`src/rtl/pkt_spi_read_if.sv`:
```
// Bus bundle for the SPI readback path: simple-bus read side plus the packet
// FIFO read port. The master side is the host/FIFO environment; the slave side is the block.
interface pkt_spi_read_if;
    logic [7:0] sb_addr;
    logic       sb_addr_stb;
    logic       sb_strobe;
    logic       sb_last;
    logic [7:0] sb_rdata;
    logic       sb_rsel;
    logic [7:0] fifo_data;
    logic       fifo_last;
    logic       fifo_empty;
    logic       fifo_rden;

    modport master (
        output sb_addr, sb_addr_stb, sb_strobe, sb_last,
        output fifo_data, fifo_last, fifo_empty,
        input  sb_rdata, sb_rsel, fifo_rden
    );

    modport slave (
        input  sb_addr, sb_addr_stb, sb_strobe, sb_last,
        input  fifo_data, fifo_last, fifo_empty,
        output sb_rdata, sb_rsel, fifo_rden
    );
endinterface

```
`src/rtl/pkt_spi_read.sv`:
```
// SPI readback path: drains framed packets from a show-ahead FIFO and serves
// them byte-by-byte over the simple-bus read side, with a byte-count/status register.
module pkt_spi_read #(
    parameter logic [7:0] BASE   = 8'h30,
    parameter int         CWIDTH = 10
) (
    input logic          clk,
    input logic          rst_n,
    pkt_spi_read_if.slave bus
);

    // state  | meaning
    // IDLE   | no transaction in progress
    // D_HDR  | DATA read, header byte being shifted
    // D_DATA | DATA read, packet bytes being served
    // D_PAD  | DATA read, packet done or nothing to send; pad with zeros
    // S_HI   | STATUS read, flags/count-high byte being shifted
    // S_LO   | STATUS read, count-low byte being shifted
    // S_PAD  | STATUS read, pad with zeros
    // OTHER  | transaction addressed elsewhere
    localparam logic [2:0] IDLE   = 3'd0;
    localparam logic [2:0] D_HDR  = 3'd1;
    localparam logic [2:0] D_DATA = 3'd2;
    localparam logic [2:0] D_PAD  = 3'd3;
    localparam logic [2:0] S_HI   = 3'd4;
    localparam logic [2:0] S_LO   = 3'd5;
    localparam logic [2:0] S_PAD  = 3'd6;
    localparam logic [2:0] OTHER  = 3'd7;

    localparam logic [7:0]        STAT_ADDR = BASE + 8'd1;
    localparam logic [CWIDTH-1:0] CNT_MAX   = {CWIDTH{1'b1}};

    logic [2:0]        state;
    logic [7:0]        rdata;
    logic              rsel;
    logic              rden;
    logic              mid;
    logic              eop;
    logic              urun;
    logic [CWIDTH-1:0] cnt;

    assign bus.sb_rdata  = rdata;
    assign bus.sb_rsel   = rsel;
    assign bus.fifo_rden = rden;

    always_ff @(posedge clk) begin
        if (!rst_n) begin
            state <= IDLE;
            rdata <= 8'h00;
            rsel  <= 1'b0;
            rden  <= 1'b0;
            mid   <= 1'b0;
            eop   <= 1'b0;
            urun  <= 1'b0;
            cnt   <= '0;
        end else begin
            rden <= 1'b0;
            // An address strobe starts a new transaction and masks any coincident slot strobe.
            if (bus.sb_addr_stb) begin
                if (bus.sb_addr == BASE) begin
                    cnt   <= '0;
                    eop   <= 1'b0;
                    rdata <= {~bus.fifo_empty, mid, 6'b0};
                    rsel  <= 1'b1;
                    state <= D_HDR;
                end else if (bus.sb_addr == STAT_ADDR) begin
                    rdata <= {eop, urun, {(14-CWIDTH){1'b0}}, cnt[CWIDTH-1:8]};
                    urun  <= 1'b0;
                    rsel  <= 1'b1;
                    state <= S_HI;
                end else begin
                    rdata <= 8'h00;
                    rsel  <= 1'b0;
                    state <= OTHER;
                end
            end else if (bus.sb_strobe) begin
                case (state)
                    D_HDR, D_DATA: begin
                        if (!bus.fifo_empty) begin
                            rdata <= bus.fifo_data;
                            rden  <= 1'b1;
                            if (cnt != CNT_MAX) cnt <= cnt + 1'b1;
                            mid   <= ~bus.fifo_last;
                            if (bus.fifo_last) begin
                                eop   <= 1'b1;
                                state <= D_PAD;
                            end else begin
                                state <= D_DATA;
                            end
                        end else if (mid) begin
                            urun  <= 1'b1;
                            rdata <= 8'h00;
                        end else begin
                            rdata <= 8'h00;
                            state <= D_PAD;
                        end
                    end
                    S_HI: begin
                        rdata <= cnt[7:0];
                        state <= S_LO;
                    end
                    S_LO, S_PAD: begin
                        rdata <= 8'h00;
                        state <= S_PAD;
                    end
                    default: rdata <= 8'h00;
                endcase
                // Final slot: the slot action above still applies, then release the bus.
                if (bus.sb_last) begin
                    rsel  <= 1'b0;
                    state <= IDLE;
                end
            end
        end
    end

endmodule

```
`src/flat_wrapper.sv`:
```
// flat-port wrapper written by rule: the top's interface ports become plain ports
module pkt_spi_read_flat 
#(
    parameter logic [7:0] BASE   = 8'h30,
    parameter int         CWIDTH = 10
)
  (clk, rst_n, bus_sb_addr, bus_sb_addr_stb, bus_sb_strobe, bus_sb_last, bus_fifo_data, bus_fifo_last, bus_fifo_empty, bus_sb_rdata, bus_sb_rsel, bus_fifo_rden);
  pkt_spi_read_if bus_i ();
  input logic clk;
  input logic rst_n;
  input wire logic [$bits(bus_i.sb_addr)-1:0] bus_sb_addr;
  input wire logic [$bits(bus_i.sb_addr_stb)-1:0] bus_sb_addr_stb;
  input wire logic [$bits(bus_i.sb_strobe)-1:0] bus_sb_strobe;
  input wire logic [$bits(bus_i.sb_last)-1:0] bus_sb_last;
  input wire logic [$bits(bus_i.fifo_data)-1:0] bus_fifo_data;
  input wire logic [$bits(bus_i.fifo_last)-1:0] bus_fifo_last;
  input wire logic [$bits(bus_i.fifo_empty)-1:0] bus_fifo_empty;
  output wire logic [$bits(bus_i.sb_rdata)-1:0] bus_sb_rdata;
  output wire logic [$bits(bus_i.sb_rsel)-1:0] bus_sb_rsel;
  output wire logic [$bits(bus_i.fifo_rden)-1:0] bus_fifo_rden;
  assign bus_i.sb_addr = bus_sb_addr;
  assign bus_i.sb_addr_stb = bus_sb_addr_stb;
  assign bus_i.sb_strobe = bus_sb_strobe;
  assign bus_i.sb_last = bus_sb_last;
  assign bus_i.fifo_data = bus_fifo_data;
  assign bus_i.fifo_last = bus_fifo_last;
  assign bus_i.fifo_empty = bus_fifo_empty;
  assign bus_sb_rdata = bus_i.sb_rdata;
  assign bus_sb_rsel = bus_i.sb_rsel;
  assign bus_fifo_rden = bus_i.fifo_rden;
  pkt_spi_read #(.BASE(BASE), .CWIDTH(CWIDTH)) u_core (.clk(clk), .rst_n(rst_n), .bus(bus_i));
endmodule
```
`config.mk`:
```
export PLATFORM = sky130hd
export DESIGN_NAME = pkt_spi_read_flat
export DESIGN_NICKNAME = d
export VERILOG_FILES = /design/src/rtl/pkt_spi_read_if.sv /design/src/rtl/pkt_spi_read.sv /design/src/flat_wrapper.sv
export SDC_FILE = /design/constraint.sdc
export NUM_CORES = 1
export LEC_CHECK = 0
export CELL_PAD_IN_SITES_DETAIL_PLACEMENT = 0
export CELL_PAD_IN_SITES_GLOBAL_PLACEMENT = 1
export CORE_MARGIN = 2
export CORE_UTILIZATION = 39
export CTS_BUF_LIST = sky130_fd_sc_hd__clkbuf_4 sky130_fd_sc_hd__clkbuf_8
export CTS_CLUSTER_SIZE = 30
export DETAILED_ROUTE_END_ITERATION = 8
export PLACE_DENSITY = 0.86
export REMOVE_ABC_BUFFERS = 1
export SYNTH_ARGS = -nofsm -noshare
export SYNTH_HDL_FRONTEND = slang
export SYNTH_SLANG_ARGS = --single-unit
```
`constraint.sdc`:
```
create_clock -name clk -period 2.2 [get_ports clk]
set_clock_uncertainty 0.05 [all_clocks]
set_input_delay 0.22 -clock clk [delete_from_list [all_inputs] [get_ports clk]]
set_output_delay 0.22 -clock clk [all_outputs]
set_load 0.1 [all_outputs]
```
# Yosys cells after proc, flatten, opt, wreduce, memory -nomap -nowiden
# Cells that the tools add are included.
# word_totals
elab_cells	85
inputBits	23
out_inout_bits	10
ff_bits	26
# classes
mux	40
eq_ne	13
bitwise_logic	6
addsub	1
reduce_logical	17
# op_table
cell	n
$mux W10	6
$mux W8	5
$mux W1	20
$mux W3	6
$eq A8 B6 Y1 const B	2
$pmux W8 S2	1
$reduce_bool A2 Y1	7
$add A10 B1 Y10 const B	1
$ne A10 B10 Y1 const B	1
$reduce_and A5 Y1	2
$eq A3 B3 Y1 const B	3
$pmux W3 S3	1
$not A1 Y1	6
$reduce_and A6 Y1	1
$ne A5 B5 Y1 const B	1
$reduce_bool A5 Y1	1
$ne A2 B1 Y1 const B	2
$ne A2 B2 Y1 const B	2
$reduce_and A4 Y1	1
$reduce_or A2 Y1	2
$reduce_or A4 Y1	1
$eq A3 B1 Y1 const B	1
$eq A3 B2 Y1 const B	1
$reduce_and A3 Y1	1
other kinds (2)	2

# Depth between registers and ports, before layout
# Gate-level depths: netlist of the first run.
# logic_depth
word_depth	6
mapped_depth	7
ltp_nobuf	6

# Worst setup path before layout of the first run
# OpenSTA, ideal clock, no wires.
# synth_timing
kind	register to register
from	register u_core.cnt[0]
to	register u_core.cnt[2]
required_ns	2.019
path_stages_with_launch	6
period_less_slack_ns	1.766
arrival_time_ns	1.585
setup_time_ns	0.131
slack_ns	0.434
n_path_buf	0
path_cell_list	dfxtp_1 -> ha_1 -> nand3_1 -> or4_4 -> a31oi_1 -> a211oi_1
# synth_via
elab_chain_len	6
word_cells_on_any_way	9
classes_between	1 x add/sub; 1 x eq/ne; 5 x mux; 2 x reduce/logical
# synth_rtl
element	line	source
start: declaration	pkt_spi_read.sv:40	logic [CWIDTH-1:0] cnt;
start signal: assignment	pkt_spi_read.sv:82	if (cnt != CNT_MAX) cnt <= cnt + 1'b1;
$add A10 B1 Y10	pkt_spi_read.sv:82	
$mux W10	pkt_spi_read.sv:82	
$mux W10	pkt_spi_read.sv:79	if (!bus.fifo_empty) begin
$mux W10	pkt_spi_read.sv:77	case (state)
$mux W10	pkt_spi_read.sv:76	end else if (bus.sb_strobe) begin
$mux W10	pkt_spi_read.sv:59	if (bus.sb_addr_stb) begin
# Several ways; a longest one is shown, not always the timed one. The select of a mux whose other input is x is not followed.
# A chain may end at the register's enable or synchronous reset.

# Worst setup path after layout of the first run
# layout_timing
from	register u_core.cnt[1]
to	register u_core.cnt[2]
# Same word-level chain as after synthesis.

==> impl_metrics.env, run 1 <==
export IMPL_final_fill_count=381
export IMPL_root_buffer="clkbuf_8"
export IMPL_yosysTopAreaCellShare=0.3302
export IMPL_grt_overflow_total=0
export IMPL_clockBufferDepth=2
export IMPL_regArea_um2=520.5
export IMPL_synth_seq_area_share=0.3302
export IMPL_async_flop_share=0
export IMPL_fin_tns_setup_ns=0
export IMPL_hold_viol_final=0
export IMPL_netlist_instances=181
export IMPL_path_class="flop to flop"
export IMPL_antenna_cells=0
export IMPL_drive_above_1_share=0.1767
export IMPL_arrival_ns=2.14
export IMPL_nNetsFinal=243
export IMPL_synth_seq_cells=26
export IMPL_cts_hold_buffers=0
export IMPL_whs_ns=0.4278
export IMPL_core_um2=3943
export IMPL_drv_slew=0
export IMPL_clkLatencyLatePin_ns=0.27
export IMPL_multi_input_area_um2=970.9
export IMPL_hp_class="flop to flop"
export IMPL_ys_warn_count=0
export IMPL_track_usage=0.1915
export IMPL_fin_total_pwr_mw=1.026
export IMPL_min_period_over_period=0.9277
export IMPL_crit_path_max_fanout=7
export IMPL_cts_tree="built"
export IMPL_fin_util=0.5040
export IMPL_synth_edf_count=0
export IMPL_die_w_um=67.58
export IMPL_outcome="completed"
export IMPL_numCtsBuffers=3
export IMPL_endpoint_kind="flop"
export IMPL_yosysTopAreaCell="dfxtp_1"
export IMPL_drc=0
export IMPL_antenna_found_initial=0
export IMPL_num_rows=23
export IMPL_ir_worst_vdd_mv=0.2677
export IMPL_grt_max_degree=16
export IMPL_io_buffers=32
export IMPL_clkTransAtPathRegs_ns=0.09
export IMPL_ant_nets=0
export IMPL_die_area_um2=4567
export IMPL_fmax_mhz=490.0
export IMPL_via_per_inst=5.928
export IMPL_place_gp_congestion=0.8510
export IMPL_grt_busiest_layer="met2"
export IMPL_power_density_nw_per_um2=516.2
export IMPL_maxCapViolations=0
export IMPL_dpl_hpwl_mm=3.123
export IMPL_dr_pass1_iters=4
export IMPL_start_util=0.3999
export IMPL_dp_cells=259
export IMPL_rsz0062_at_grt="false"
export IMPL_fin_crit_ns=2.041
export IMPL_p_leak_nw=0.7677
export IMPL_grt_pass1_wl_mm=6.630
export IMPL_relSlewSlack=0.7236
export IMPL_fp_dieH_um=67.58
export IMPL_synth_top_flop_cell="dfxtp_1"
export IMPL_ys_types=53
export IMPL_cp_required_ns=2.29
export IMPL_ios=33
export IMPL_syn_area_um2=1577
export IMPL_drt_iter0_drc=103
export IMPL_wirelength_mm=4.117
export IMPL_cts_max_level=1
export IMPL_ctsResizeCount=0
export IMPL_use_met3=0.02833
export IMPL_use_met2=0.3002
export IMPL_max_slew_worst_pin_slew_ns=0.4115
export IMPL_wl_per_cell_um=15.54
export IMPL_post_cts_buffers=0
export IMPL_setup_viol=0
export IMPL_gr_usage_met1=0.2505
export IMPL_num_vias=1571
export IMPL_yosys_top_cells_area="dfxtp_1 33%, a21oi_1 5.7%, nand3_1 4.8%, nand2_1 3.3%, ha_1 3.2%"
export IMPL_syn_avg_cell_area_um2=8.710
export IMPL_cp_start_kind="flop"
export IMPL_clkSinkCount=26
export IMPL_fin_cells=265
export IMPL_grt_pass1_vias=1455
export IMPL_synthToLayoutAreaGrowth_pct=26.03
logic make-up (layout without fill, tap and decap cells):
family / after synthesis / count (layout) / synth area share
buffers and inverters: 16 / 50 / 0.05396
AOI/OAI and AO/OA: 65 / 65 / 0.2984
muxes: 2 / 2 / 0.01270
DFF: 26 / 26 / 0.3302
adders and majority gates: 4 / 4 / 0.03175
and+or+nand+nor: 68 / 68 / 0.2730
final cells by class:
type | count | area share
Clock buffer | 4 | 0.02771
Inverter | 6 | 0.01133
Multi-Input combinational cell | 139 | 0.4887
Sequential cell | 26 | 0.2620
Tap cell | 50 | 0.03149
Timing Repair Buffer | 40 | 0.1788
stage by stage:
step	setup slack [ns]	cell area, um^2
floorplan	0.4296	1514
global placement	0.2474	1917
detailed placement	0.2055	1917
CTS	0.1942	1972
global route	0.07196	1987
finish	0.1590	1987
sequential cells by signal, indices dropped and copies added (netlist names):
signal                cells
u_core.cnt               10
u_core.bus.sb_rsel        1
u_core.urun               1
u_core.bus.fifo_rden      1
u_core.state              3
u_core.eop                1
u_core.bus.sb_rdata       8
u_core.mid                1
synth_stat cells (all sizes together), types with 2 or more instances:
cell     instances
buf              5
nor4             3
o21ai            6
and4b            2
a31oi            6
clkbuf           4
o221ai           4
or4              2
a32o             2
a21oi           19
a211oi           3
nand2           14
nor3             3
inv              6
o31ai            2
and3             3
o211ai           2
nand3           16
a221oi           2
ha               4
mux2i            2
o21ba            2
o31a             2
a2bb2oi          4
a311oi           2
nor2b            6
nand4            3
nor2            12
dfxtp           26
critical path, stage by stage, from the launching register on:
cell and delay [ns]:
dfxtp_1 0.47, ha_1 0.35, nand3_1 0.23, or4_4 0.55
a31oi_1 0.19, a211oi_1 0.07
routing by layer:
layer	vias up	routed length, um
met5	-	0
met3	11	262
met2	57	1926
met4	0	76
met1	734	1850
li1	769	-
cell usage in the layout, fill, tap and decap left out, types with 5 or more instances in the layout:
cell type        Yosys  layout
nor2_1              12      12
nand2_1             14      14
a21oi_1             18      18
nand3_1             15      15
buf_4                0      18
inv_1                5       5
o21ai_0              6       6
clkdlybuf4s50_1      0      22
a31oi_1              6       6
nor2b_1              6       6
dfxtp_1             26      26
report_power, final:
group	internal [mW]	switching (mW)
Sequential	0.482	0.00999
Combinational	0.0944	0.130
Clock	0.160	0.149
Total	0.737	0.289
path summary, 6_finish.rpt:
check | start | slack (ns) | cells past startpoint | end
setup / recovery | u_core.cnt[1] | 0.16 | 5 | u_core.cnt[2]
hold / removal | u_core.eop | 0.43 | 2 | u_core.eop
hold reg to reg | u_core.eop | 0.43 | 2 | u_core.eop
setup reg to reg | u_core.cnt[1] | 0.16 | 5 | u_core.cnt[2]
Power figures use the tool's default switching activity.
==> inputs of run 2 (changes only) <==
==> constraint.sdc (replaced) <==
create_clock -name clk -period 1.9 [get_ports clk]
set_clock_uncertainty 0.05 [all_clocks]
set_input_delay 0.19 -clock clk [delete_from_list [all_inputs] [get_ports clk]]
set_output_delay 0.19 -clock clk [all_outputs]
set_load 0.1 [all_outputs]
==> run 2 against run 1 <==
Sequential power grew 16%. First-iteration DRC count shrank 24%. Combinational power grew 19%. Clock power is essentially flat. Global-route usage grew 1.7 points. Hold slack lost 0.015 ns. Die area is the same. Non-clock buffer count grew 10. Sequential share of layout area shrank 0.78 points. Core utilization grew 1.6 points. Critical endpoint is now u_core.cnt[5]. Largest power group unchanged.
==> impl_metrics.env, run 2 (synthesis results as in run 1) <==
export IMPL_cts_tree="built"
export IMPL_clkTransAtPathRegs_ns=0.09
export IMPL_outcome="completed"
export IMPL_wl_per_cell_um=15.75
export IMPL_whs_path_depth=3
export IMPL_rsz0062_at_grt="false"
export IMPL_setup_viol=0
export IMPL_ant_nets=0
export IMPL_clkLatencyLatePin_ns=0.27
export IMPL_min_period_over_period=0.9491
export IMPL_final_common_cell="buf_4"
export IMPL_relSlewSlack=0.6855
export IMPL_fin_tns_setup_ns=0
export IMPL_drv_slew=0
export IMPL_clkSinkCount=26
export IMPL_slowest_delay_ns=0.46
export IMPL_dpl_hpwl_mm=3.328
export IMPL_core_um2=3943
export IMPL_antenna_found_initial=0
export IMPL_post_cts_buffers=0
export IMPL_worstHoldEndpoint="u_core.bus.sb_rdata[6]"
export IMPL_internal_power_mw=0.8137
export IMPL_multi_input_area_um2=970.9
export IMPL_r2r_end="u_core.cnt[5]"
export IMPL_drive_above_1_share=0.2098
export IMPL_fp_dieH_um=67.58
export IMPL_fin_util=0.5195
export IMPL_hold_viol_final=0
export IMPL_nNetsFinal=253
export IMPL_switching_share=0.2916
export IMPL_largest_reg_flops=10
export IMPL_seq_power_share=0.497
export IMPL_drc=0
export IMPL_die_area_um2=4567
export IMPL_cp_common_cell="buf_4"
export IMPL_cp_required_ns=2.05
export IMPL_arrival_ns=1.95
export IMPL_grt_pass1_wl_mm=7.272
export IMPL_die_w_um=67.58
export IMPL_track_usage=0.2085
export IMPL_path_class="flop to flop"
export IMPL_slowest_stage="or4_1"
export IMPL_crit_path_max_fanout=6
export IMPL_maxCapViolations=0
export IMPL_cts_hold_buffers=0
export IMPL_grt_overflow_total=0
export IMPL_hp_class="input pin to flop"
export IMPL_cp_start_kind="flop"
export IMPL_num_rows=23
export IMPL_ios=33
export IMPL_numCtsBuffers=3
export IMPL_critical_path_top_delay_family="simple AND/OR/NAND/NOR gates"
export IMPL_fin_crit_ns=1.803
export IMPL_place_gp_congestion=0.8635
export IMPL_crit_chain="ha_1, nand3_1, buf_4, nor4_4, buf_4, or4_1, a21oi_1"
export IMPL_regArea_um2=520.5
export IMPL_drt_iter0_drc=78
export IMPL_grt_max_degree=16
export IMPL_worst_path_buf_inv=2
export IMPL_grt_pass1_vias=1586
export IMPL_ctsResizeCount=0
export IMPL_crit_reg2reg_launch="u_core.cnt[1]"
export IMPL_p_leak_nw=0.8111
export IMPL_regToRegSetupSlack_ns=0.1
export IMPL_ir_worst_vdd_mv=0.2534
export IMPL_via_per_inst=5.880
export IMPL_clockBufferDepth=2
export IMPL_start_util=0.3999
export IMPL_fmax_mhz=554.5
export IMPL_reg2reg_depth=7
export IMPL_endpoint_kind="flop"
export IMPL_p_clk_frac=0.271
export IMPL_final_fill_count=401
export IMPL_power_density_nw_per_um2=560.8
export IMPL_max_slew_worst_pin_slew_ns=0.4681
export IMPL_layout_common_cells="28 x buf_4, 26 x dfxtp_1, 22 x clkdlybuf4s50_1"
export IMPL_wirelength_mm=4.316
export IMPL_root_buffer="clkbuf_8"
export IMPL_antenna_cells=0
export IMPL_largest_register="u_core.cnt"
export IMPL_io_buffers=32
export IMPL_cts_max_level=1
export IMPL_num_vias=1611
export IMPL_p_switching_mw=0.3349
export IMPL_dr_pass1_iters=4
export IMPL_synthToLayoutAreaGrowth_pct=29.92
export IMPL_combPwrFrac=0.232
export IMPL_min_from="bus_fifo_data[6]"
==> run 2: cell count changes in the layout (fill, tap and decap cells not counted), sizes merged <==
cell    before  now
buf         18   28
clkbuf       4    3
==> run 2: how the worst max path moves through the flow <==
stage	start	to	slack [ns]	cells past startpoint
after floorplan	u_core.cnt[0]	u_core.cnt[2]	0.13	5
after global routing	u_core.state[0]	u_core.cnt[5]	0.004	6
after global placement	bus_sb_addr[6]	u_core.cnt[3]	0.07	5
after detailed placement	bus_sb_addr[6]	u_core.cnt[4]	0.01	5
final	u_core.cnt[1]	u_core.cnt[5]	0.1	7
after CTS	u_core.state[0]	u_core.cnt[5]	0.10	6
==> run 2: metrics by stage <==
step / setup slack [ns] / instances / power [mW] / instance area, um^2 / hold slack, ns
floorplan: 0.1296 / 171 / 0.7270 / 1514 / 0.2679
global placement: 0.06704 / 271 / 0.8412 / 2007 / 0.4068
detailed placement: 0.01297 / 271 / 0.8470 / 2007 / 0.4093
CTS: 0.1025 / 274 / 1.160 / 2048 / 0.4142
global route: 0.003614 / 274 / 1.210 / 2048 / 0.4412
finish: 0.09664 / 274 / 1.149 / 2048 / 0.4131
==> run 2: tightest hold or removal path, stage by stage <==
cell             delay, ns
clkdlybuf4s50_1       0.40
nand2_1               0.06
a21oi_1               0.05
==> run 2: per-layer routing <==
layer,GRT usage,routed length [um]
met2,0.3517,2075
met3,0.02167,185
met1,0.2721,1959
met4,0.07908,95
met5,0,0
==> run 2: area by class of cell <==
type | instances | area share
Multi-Input combinational cell | 139 | 0.4740
Clock buffer | 3 | 0.02016
Tap cell | 50 | 0.03054
Sequential cell | 26 | 0.2541
Inverter | 6 | 0.01100
Timing Repair Buffer | 50 | 0.2101
==> run 2: power by group through the flow <==
stage	registers (mW)	clock network (mW)	logic [mW]
2_1_floorplan	0.621	0	0.106
3_3_place_gp	0.582	0	0.260
3_5_place_dp	0.583	0	0.264
4_1_cts	0.570	0.324	0.266
5_1_grt	0.573	0.350	0.287
6_report	0.570	0.311	0.267
==> inputs of run 3 (changes only) <==
--- a/config.mk
+++ b/config.mk
@@ -5,15 +5,15 @@
 export SDC_FILE = /design/constraint.sdc
 export NUM_CORES = 1
 export LEC_CHECK = 0
+export ABC_AREA = 1
 export CELL_PAD_IN_SITES_DETAIL_PLACEMENT = 0
 export CELL_PAD_IN_SITES_GLOBAL_PLACEMENT = 1
 export CORE_MARGIN = 2
-export CORE_UTILIZATION = 39
+export CORE_UTILIZATION = 36
 export CTS_BUF_LIST = sky130_fd_sc_hd__clkbuf_4 sky130_fd_sc_hd__clkbuf_8
 export CTS_CLUSTER_SIZE = 30
 export DETAILED_ROUTE_END_ITERATION = 8
 export PLACE_DENSITY = 0.86
-export REMOVE_ABC_BUFFERS = 1
 export SYNTH_ARGS = -nofsm -noshare
 export SYNTH_HDL_FRONTEND = slang
 export SYNTH_SLANG_ARGS = --single-unit
==> run 3 against run 2 <==
Setup slack gained 0.23 ns. First-iteration DRC count shrank 28%. Combinational power grew 3%. Sequential cell count is the same. Final area grew 1.0%. Area after synthesis grew 0.63%. Maximum frequency grew 15%. Power grew 14%. Synthesized cell count grew 35%. Highest routed layer unchanged.
==> impl_metrics.env, run 3 <==
export IMPL_cp_required_ns=2.02
export IMPL_synth_most_common_cell="nand2_1"
export IMPL_grt_overflow_total=0
export IMPL_ys_types=27
export IMPL_hold_viol_final=0
export IMPL_grt_max_degree=18
export IMPL_clkLatencyLatePin_ns=0.27
export IMPL_slowest_stage="dfxtp_1"
export IMPL_drv_slew=0
export IMPL_yosys_top_cells_area="dfxtp_1 33%, nand2_1 13%, nor2_1 9.7%, inv_1 8.3%, o21ai_0 6.9%"
export IMPL_p_switching_mw=0.3600
export IMPL_fin_total_pwr_mw=1.315
export IMPL_post_cts_buffers=0
export IMPL_max_slew_worst_pin_slew_ns=0.4267
export IMPL_antenna_cells=0
export IMPL_fin_crit_ns=1.575
export IMPL_synth_fp_nets=272
export IMPL_cp_common_cell="inv_1"
export IMPL_cts_hold_buffers=0
export IMPL_fin_util=0.4819
export IMPL_largest_reg_flops=10
export IMPL_cts_max_level=1
export IMPL_seq_power_share=0.438
export IMPL_place_gp_congestion=0.8336
export IMPL_grt_pass1_vias=1634
export IMPL_drt_iter0_drc=56
export IMPL_netlist_instances=245
export IMPL_final_common_cell="nand2_1"
export IMPL_synth_seq_area_share=0.3281
export IMPL_cts_tree="built"
export IMPL_outcome="completed"
export IMPL_drive_above_1_share=0.1181
export IMPL_rsz0062_at_grt="false"
export IMPL_internal_power_mw=0.9551
export IMPL_numCtsBuffers=3
export IMPL_syn_avg_cell_area_um2=6.476
export IMPL_dr_pass1_iters=4
export IMPL_min_period_over_period=0.8287
export IMPL_root_buffer="clkbuf_8"
export IMPL_antenna_found_initial=0
export IMPL_io_buffers=32
export IMPL_async_flop_share=0
export IMPL_critical_path_top_delay_family="flip-flops"
export IMPL_via_per_inst=4.800
export IMPL_slowest_delay_ns=0.36
export IMPL_start_util=0.3695
export IMPL_wirelength_mm=4.154
export IMPL_crit_cells=9
export IMPL_fp_dieH_um=70.39
export IMPL_crit_path_max_fanout=5
export IMPL_endpoint_kind="flop"
export IMPL_synth_top_flop_cell="dfxtp_1"
export IMPL_final_area_um2=2069
export IMPL_synth_edf_count=0
export IMPL_fmax_mhz=635.1
export IMPL_synth_seq_cells=26
export IMPL_clockBufferDepth=2
export IMPL_reg2reg_depth=9
export IMPL_regArea_um2=520.5
export IMPL_dpl_cell_area_um2=1998
export IMPL_setup_viol=0
export IMPL_dpl_hpwl_mm=3.260
export IMPL_whs_path_depth=2
export IMPL_synthToLayoutAreaGrowth_pct=30.44
export IMPL_drc=0
export IMPL_ios=33
export IMPL_path_class="flop to flop"
export IMPL_yosysTopAreaCellShare=0.3281
export IMPL_synth_top_cells_by_count="54 x nand2_1, 41 x nor2_1, 35 x inv_1"
export IMPL_wl_per_cell_um=12.22
export IMPL_power_density_nw_per_um2=635.5
export IMPL_core_um2=4294
export IMPL_p_clk_frac=0.351
export IMPL_nNetsFinal=316
export IMPL_track_usage=0.1806
export IMPL_die_area_um2=4954
export IMPL_largest_register="u_core.cnt"
export IMPL_clkSinkCount=26
export IMPL_ys_warn_count=0
export IMPL_combPwrFrac=0.210
export IMPL_relSlewSlack=0.7152
export IMPL_layout_common_cells="54 x nand2_1, 41 x nor2_1, 35 x inv_1"
export IMPL_grt_pass1_wl_mm=7.286
export IMPL_syn_area_um2=1587
export IMPL_ir_worst_vdd_mv=0.3653
export IMPL_final_fill_count=459
export IMPL_clkTransAtPathRegs_ns=0.09
export IMPL_fin_tns_setup_ns=0
export IMPL_worst_path_buf_inv=3
export IMPL_arrival_ns=1.70
export IMPL_yosysTopAreaCell="dfxtp_1"
export IMPL_ant_nets=0
export IMPL_crit_chain="inv_1, ha_1, inv_1, nand2_1, nand4_1, nand2_2, buf_4, o21ai_0, a21oi_1"
export IMPL_maxCapViolations=0
export IMPL_switching_share=0.2737
export IMPL_hp_class="flop to flop"
export IMPL_multi_input_area_um2=877.1
export IMPL_num_vias=1632
export IMPL_num_rows=24
export IMPL_ctsResizeCount=0
export IMPL_die_w_um=70.39
export IMPL_cp_start_kind="flop"
export IMPL_p_leak_nw=0.9199
run 3: worst reg2reg max path, delay by kind of cell, from the launching register on:
family	cells	cell delay, ns
adder cells (fa/ha/maj)	1	0.19
AND/OR/NAND/NOR	3	0.36
buffers and inverters	3	0.31
flip-flops	1	0.36
AO/OA/AOI/OAI	2	0.19
run 3: per-layer routing:
layer / track usage / share of wire
met1: 0.2261 / 0.48
met2: 0.3197 / 0.47
met4: 0.03632 / 0.013
met5: 0 / 0
met3: 0.03608 / 0.041
run 3: final cells by class:
| cell class | instances | area share |
|---|---|---|
| Multi-Input combinational cell | 178 | 0.4238 |
| Sequential cell | 26 | 0.2515 |
| Timing Repair Buffer | 44 | 0.1923 |
| Inverter | 36 | 0.06651 |
| Tap cell | 52 | 0.03144 |
| Clock buffer | 3 | 0.01995 |
| Clock inverter | 1 | 0.01451 |
run 3: kinds of logic (layout without fill, tap and decap cells):
logic type / Yosys count / after routing / synth area share
flip-flops: 26 / 26 / 0.3281
adder cells (fa/ha/maj): 4 / 4 / 0.03155
buffers and inverters: 41 / 84 / 0.1191
AND/OR/NAND/NOR: 130 / 130 / 0.3652
AO/OA/AOI/OAI: 44 / 44 / 0.1562
run 3: final timing paths:
kind	startpoint	end	slack (ns)
worst max-delay path	u_core.state[0]	u_core.cnt[9]	0.33
worst min-delay path	u_core.urun	u_core.urun	0.42
worst max register to register	u_core.state[0]	u_core.cnt[9]	0.33
worst min register to register	u_core.urun	u_core.urun	0.42
run 3: metrics by stage:
step | std cells | setup slack [ns] | hold slack (ns)
after floorplan | 245 | 0.4486 | 0.2527
after global placement | 336 | 0.1640 | 0.4058
after detailed placement | 336 | 0.1218 | 0.4146
after CTS | 340 | 0.3166 | 0.4226
after global routing | 340 | 0.1330 | 0.4441
final | 340 | 0.3254 | 0.4225
run 3: power groups by stage:
stage | sequential (mW) | clock [mW] | combinational (mW)
CTS | 0.577 | 0.471 | 0.278
detailed placement | 0.590 | 0 | 0.276
global route | 0.580 | 0.495 | 0.309
finish | 0.577 | 0.462 | 0.276
global placement | 0.589 | 0 | 0.276
floorplan | 0.629 | 0 | 0.128
